### src/rtl/ram_cpu_access_ctrl.sv
// Load/store controller in front of the 32-bit dual-port RAM_CPU memory.
// Sub-word stores use read-modify-write. Define RAM_CPU_MISALIGN_TRAP_EN to reject misaligned half/word requests.
module ram_cpu_access_ctrl #(
  parameter int ADDR_W = 10,
  parameter int DATA_W = 32,
  parameter int RD_LAT = 1
) (
  input  logic              clock,
  input  logic              sclr_n,
  input  logic              req_valid,
  output logic              req_ready,
  input  logic              req_we,
  input  logic [1:0]        req_size,
  input  logic              req_signed,
  input  logic [ADDR_W+1:0] req_addr,
  input  logic [DATA_W-1:0] req_wdata,
  output logic              rsp_valid,
  output logic [DATA_W-1:0] rsp_rdata,
  output logic              rsp_err,
  output logic [ADDR_W-1:0] ram_rdaddress,
  output logic [ADDR_W-1:0] ram_wraddress,
  output logic              ram_wren,
  output logic [DATA_W-1:0] ram_data,
  output logic              ram_aclr,
  input  logic [DATA_W-1:0] ram_q
);

  typedef enum logic [1:0] {IDLE, RD_WAIT, WRITE, RESP} state_e;

  localparam logic [1:0] RdWaitInit = 2'(RD_LAT);

  state_e            state_q;
  logic [1:0]        cnt_q;
  logic              we_q;
  logic              signed_q;
  logic [1:0]        size_q;
  logic [1:0]        lane_q;
  logic [15:0]       wdata_q;
  logic [ADDR_W-1:0] addr_q;
  logic              rsp_valid_q;
  logic              rsp_err_q;
  logic [DATA_W-1:0] rsp_rdata_q;
  logic              ram_wren_q;
  logic [DATA_W-1:0] ram_data_q;
  logic [DATA_W-1:0] merge_d;
  logic [DATA_W-1:0] extend_d;

  assign req_ready     = (state_q == IDLE);
  assign rsp_valid     = rsp_valid_q;
  assign rsp_rdata     = rsp_rdata_q;
  assign rsp_err       = rsp_err_q;
  assign ram_rdaddress = addr_q;
  assign ram_wraddress = addr_q;
  assign ram_wren      = ram_wren_q;
  assign ram_data      = ram_data_q;
  assign ram_aclr      = 1'b0;

  // Lane handling works on the word captured from RAM; size 11 behaves as a full word.
  always_comb begin
    merge_d  = ram_q;
    extend_d = ram_q;
    if (size_q == 2'b00) begin
      merge_d[{lane_q, 3'b000} +: 8] = wdata_q[7:0];
      extend_d = {{24{signed_q & ram_q[{lane_q, 3'b111}]}}, ram_q[{lane_q, 3'b000} +: 8]};
    end else if (size_q == 2'b01) begin
      merge_d[{lane_q[1], 4'h0} +: 16] = wdata_q;
      extend_d = {{16{signed_q & ram_q[{lane_q[1], 4'hF}]}}, ram_q[{lane_q[1], 4'h0} +: 16]};
    end
  end

  always_ff @(posedge clock) begin
    if (!sclr_n) begin
      state_q     <= IDLE;
      cnt_q       <= 2'd0;
      we_q        <= 1'b0;
      signed_q    <= 1'b0;
      size_q      <= 2'b00;
      lane_q      <= 2'b00;
      wdata_q     <= 16'h0;
      addr_q      <= '0;
      rsp_valid_q <= 1'b0;
      rsp_err_q   <= 1'b0;
      rsp_rdata_q <= '0;
      ram_wren_q  <= 1'b0;
      ram_data_q  <= '0;
    end else begin
      rsp_valid_q <= 1'b0;
      ram_wren_q  <= 1'b0;
      case (state_q)
        IDLE: begin
          if (req_valid) begin
            we_q     <= req_we;
            signed_q <= req_signed;
            size_q   <= req_size;
            lane_q   <= req_addr[1:0];
            wdata_q  <= req_wdata[15:0];
            addr_q   <= req_addr[ADDR_W+1:2];
            cnt_q    <= RdWaitInit;
`ifdef RAM_CPU_MISALIGN_TRAP_EN
            if ((req_size == 2'b01 && req_addr[0]) ||
                (req_size[1] && req_addr[1:0] != 2'b00)) begin
              rsp_valid_q <= 1'b1;
              rsp_err_q   <= 1'b1;
              rsp_rdata_q <= '0;
              state_q     <= RESP;
            end else
`endif
            if (req_we && req_size[1]) begin
              ram_data_q <= req_wdata;
              ram_wren_q <= 1'b1;
              state_q    <= WRITE;
            end else begin
              state_q <= RD_WAIT;
            end
          end
        end
        RD_WAIT: begin
          if (cnt_q == 2'd0) begin
            if (we_q) begin
              ram_data_q <= merge_d;
              ram_wren_q <= 1'b1;
              state_q    <= WRITE;
            end else begin
              rsp_rdata_q <= extend_d;
              rsp_err_q   <= 1'b0;
              rsp_valid_q <= 1'b1;
              state_q     <= RESP;
            end
          end else begin
            cnt_q <= cnt_q - 2'd1;
          end
        end
        WRITE: begin
          rsp_rdata_q <= '0;
          rsp_err_q   <= 1'b0;
          rsp_valid_q <= 1'b1;
          state_q     <= RESP;
        end
        RESP: begin
          state_q <= IDLE;
        end
        default: state_q <= IDLE;
      endcase
    end
  end

endmodule

### config.mk
export PLATFORM = sky130hd
export DESIGN_NAME = ram_cpu_access_ctrl
export DESIGN_NICKNAME = d
export VERILOG_FILES = /design/src/rtl/ram_cpu_access_ctrl.sv
export SDC_FILE = /design/constraint.sdc
export NUM_CORES = 1
export LEC_CHECK = 0
export BUFFER_PORTS_ARGS = -buffer_cell sky130_fd_sc_hd__buf_2
export CAP_MARGIN = 20
export CORE_ASPECT_RATIO = 1.5
export CORE_UTILIZATION = 45
export DETAILED_ROUTE_END_ITERATION = 7
export PLACE_DENSITY_LB_ADDON = 0.15
export RECOVER_POWER = 50
export SLEW_MARGIN = 20
export SYNTH_ARGS = -nofsm -noshare
export SYNTH_HDL_FRONTEND = slang
export SYNTH_SLANG_ARGS = --single-unit
### constraint.sdc
create_clock -name clock -period 8.25 [get_ports clock]
set_input_delay 1.65 -clock clock [delete_from_list [all_inputs] [get_ports clock]]
set_output_delay 1.65 -clock clock [all_outputs]
set_load 0.05 [all_outputs]
==> results list <==
- At the end of the flow, the number of nets in the layout was 877.
- R2R setup slack: 5.07 ns
- Sequential cells were found to cover 34.6% of the synthesized design area.
- STA classifies the critical path startpoint as an input port.
- Die Outline Area: 13,600 um^2
* Primary FF master, synth: dfxtp_1
- The slowest stage of the critical path belongs to the cell clkbuf_1.
* Startpoint of the worst register-to-register path: state_q[1]
- The clock net in this run drives a total of 102 sinks.
- In the synthesized netlist the async set-or-reset flop fraction comes to 0%.
- The worst register-to-register path ends at rsp_rdata[26].
* Dpl cell area: 6610 um^2
- After the first detailed-routing iteration, the DRC count stood at 502.
* H-Tree Depth: 3
- Failing checks: max-capacitance violations, max-slew violations
* Last weighted congestion value of the routability-driven placer: 0.873
* List of cells traversed by the critical path: clkbuf_1 -> nand3_2 -> nor2_1 -> a221o_1
- Highest cell delay on the worst timing path: 1.84 ns
- In this run the clock root is driven by a clkbuf_16.
- Clock latency of the later-clocked register in the worst-skew pair: 0.35 ns
- Worst hold path stage count: 1
- Entering global routing, the biggest net connects 76 pins.
* Highest attainable clock frequency: 0.192 GHz
- The via count of the first global-routing pass was 5,774.
* Skew final: 0.00605 ns
- A synthesized cell averages 8.66 um^2.
- Leak Pwr: 0.00265 uW
- Fraction of layout instances using a drive strength above 1: 19.7%
- Standard-cell row count: 50
* Int Pwr: 1200 uW
* Number of pins exceeding their max-slew limit in the final report: 73
* Initial Utilization: 46.7%
* Number of max-cap violations: 1
- Area of the core region: 12,600 um^2
* Post-CTS setup buffer count: 0
- Switching Fraction: 48.1%
* Overall global routing resource usage: 30.2%
- The hold violation total from the final report was 0.
* Per-cell routed wire length: 21.6 um
- Endpoint required time on the critical path: 8.54 ns
- Area growth from synthesis to final layout: 16.1%
* Gate count after technology mapping: 681
* Classification of the worst setup path: input port to flop
- VDD sags by at most 281 uV.
* Time the final worst path needs with I/O delays and setup: 5.21 ns
- Via count normalized by instance count: 6.44
- The first global-routing pass estimated 31,000 um of wire.
- Pin placement for this block handled 172 I/O pins.
* Unrepaired setup endpoints after global routing: no
- In this run the power spent charging and discharging nets is 1110 uW.
- The number of antenna violations at the first check in global routing is 0.
* Combinational Power Share: 50.5%
* Sequential share of power: 29.7%
- Summing all non-filler instances in the final layout gives an area of 6850 um^2.
* Maximum count of clock buffers along a single path: 2
* Launch instance of the worst min-delay path: rsp_rdata[4]
- # diodes: 0
- DR DRC count: 0
- Pwr Density: 337 nW/um^2
- In this run the worst path has a maximum fanout of 72.
* Hold Path End: rsp_rdata[4]
- The final layout contains routed wiring with a total length of 20,400 um.
- After clock tree synthesis, the clock-pin slew on the worst setup and hold paths is 0.07 ns.
- Of the available clock period, the critical path in the final layout requires 63.2%.
- In this run, synthesis inferred 0 flip-flops with an integrated enable.
* Die X: 95.5 um
- For the final routed database, the setup TNS stands at 0 ns.
* Remaining antenna violation count: 0
- The HPWL after detailed placement is 14,000 um.
* GRT overflow: 0
- After synthesis the netlist holds a flip-flop and latch count of 102.
* Post-CTS sizing: 0
- Arrival time at the worst endpoint: 5.50 ns
- The worst hold path belongs to the class flop to flop.
* Number of endpoints failing setup at the final stage: 0
- Worst hold margin: 0.455 ns
- Number of buffers added by the clock tree synthesis step: 9
- Yosys Warn Count: 0
- Per report_power, the clock group accounts for 19.8% of the total.
* Reg2Reg Depth: 7
- Fillers: 1,232
- Relative slew slack: -77.8%
- The first TritonRoute pass finished after 5 iterations.
* Post-synthesis instance area: 5900 um^2
- TritonCTS built the clock tree.
* Worst-Margin Slew: 2.67 ns
- Port buffering added 169 buffers.
* Die span in y: 142 um
- After synthesis, the netlist uses 50 different library cells.
* Detailed-route via count: 6,083
* Sort of element at the end of the critical path: flop
* Status: complete, but fails checks
* Number of hold buffers added after CTS: 0
logic make-up after synthesis:
group	Yosys count	share of synthesized area, %
compound gates	248	32.9
flops	102	34.6
mux	12	3.99
buf+inv	119	9.10
simple gates	189	17.3
other cells	1	0.0636
fa+ha+maj	10	2.12
synth_stat cells (9+ instances only):
cell	n	area, um^2
dfxtp_1	102	2040
nand2_1	74	278
clkbuf_1	49	184
nand2b_1	35	219
o21ai_0	35	175
a21boi_0	34	255
a31oi_1	33	206
inv_1	33	124
o32a_1	32	320
nor2_1	24	90.1
o221ai_1	24	210
a221o_1	16	160
o2111ai_1	16	140
buf_2	15	75.1
buf_4	15	113
nand3_1	11	55.1
ha_1	10	125
o22ai_1	9	56.3
placed cells by master (no fill, tap or decap), drive strengths merged, types with 9 or more instances in the layout:
cell	instances
a31oi	33
o221ai	24
nand3	12
ha	10
buf	119
clkbuf	67
o32a	32
dfxtp	102
nand2b	35
a221o	16
o2111ai	16
nor2	24
o22ai	9
o21ai	35
a21boi	34
nand2	74
inv	36
through the flow:
stage | total power (uW) | utilization (%) | setup WS, ns | std cells
2_1_floorplan | 1590 | - | 5.34 | 682
3_3_place_gp | 1840 | 52.3 | 4.22 | 929
3_5_place_dp | 1870 | 52.3 | 4.09 | 929
4_1_cts | 2330 | 54.8 | 4.44 | 944
5_1_grt | 2440 | 54.2 | 2.64 | 944
6_report | 2310 | 54.2 | 3.04 | 944
final cells by class:
cell class	count	area, um^2	area share [%]
Clock buffer	10	229	3.34
Clock inverter	5	82.6	1.21
Inverter	34	128	1.86
Multi-Input combinational cell	461	3350	48.9
Sequential cell	102	2040	29.8
Tap cell	156	195	2.85
Timing Repair Buffer	176	827	12.1
state kept, by name (all words and copies together) (netlist names):
name           flops
rsp_rdata         32
cnt_q              2
signed_q           1
rsp_valid          1
state_q            2
ram_data          32
size_q             2
ram_rdaddress     10
wdata_q           16
we_q               1
ram_wren           1
lane_q             2
critical path, delay by kind of cell:
family | cells | cell delay (ns)
buf+inv | 1 | 1.84
simple gates | 2 | 1.70
compound gates | 1 | 0.29
per-layer routing:
layer | GRT usage, % | up-vias | part of all wire, %
li1 | - | 2797 | -
met1 | 36.0 | 2926 | 38
met2 | 49.3 | 289 | 49
met3 | 4.27 | 71 | 6.0
met4 | 20.3 | 0 | 6.7
met5 | 0 | - | 0
how the worst max path moves through the flow:
stage | depth (start not counted) | slack (ns) | start | to
after global routing | 4 | 2.64 | sclr_n | rsp_rdata[30]
after global placement | 4 | 4.22 | sclr_n | rsp_rdata[25]
after floorplan | 5 | 5.34 | ram_q[31] | rsp_rdata[22]
final | 4 | 3.04 | sclr_n | rsp_rdata[26]
after CTS | 4 | 4.44 | sclr_n | rsp_rdata[26]
after detailed placement | 4 | 4.09 | sclr_n | rsp_rdata[26]
power groups by stage:
stage | Combinational, uW | Sequential (uW) | Clock, uW
6_report | 1170 | 686 | 457
5_1_grt | 1260 | 698 | 484
4_1_cts | 1180 | 682 | 466
3_5_place_dp | 1180 | 693 | 0
3_3_place_gp | 1150 | 689 | 0
2_1_floorplan | 656 | 939 | 0
Note: power is estimated with default switching activity, not from simulation.
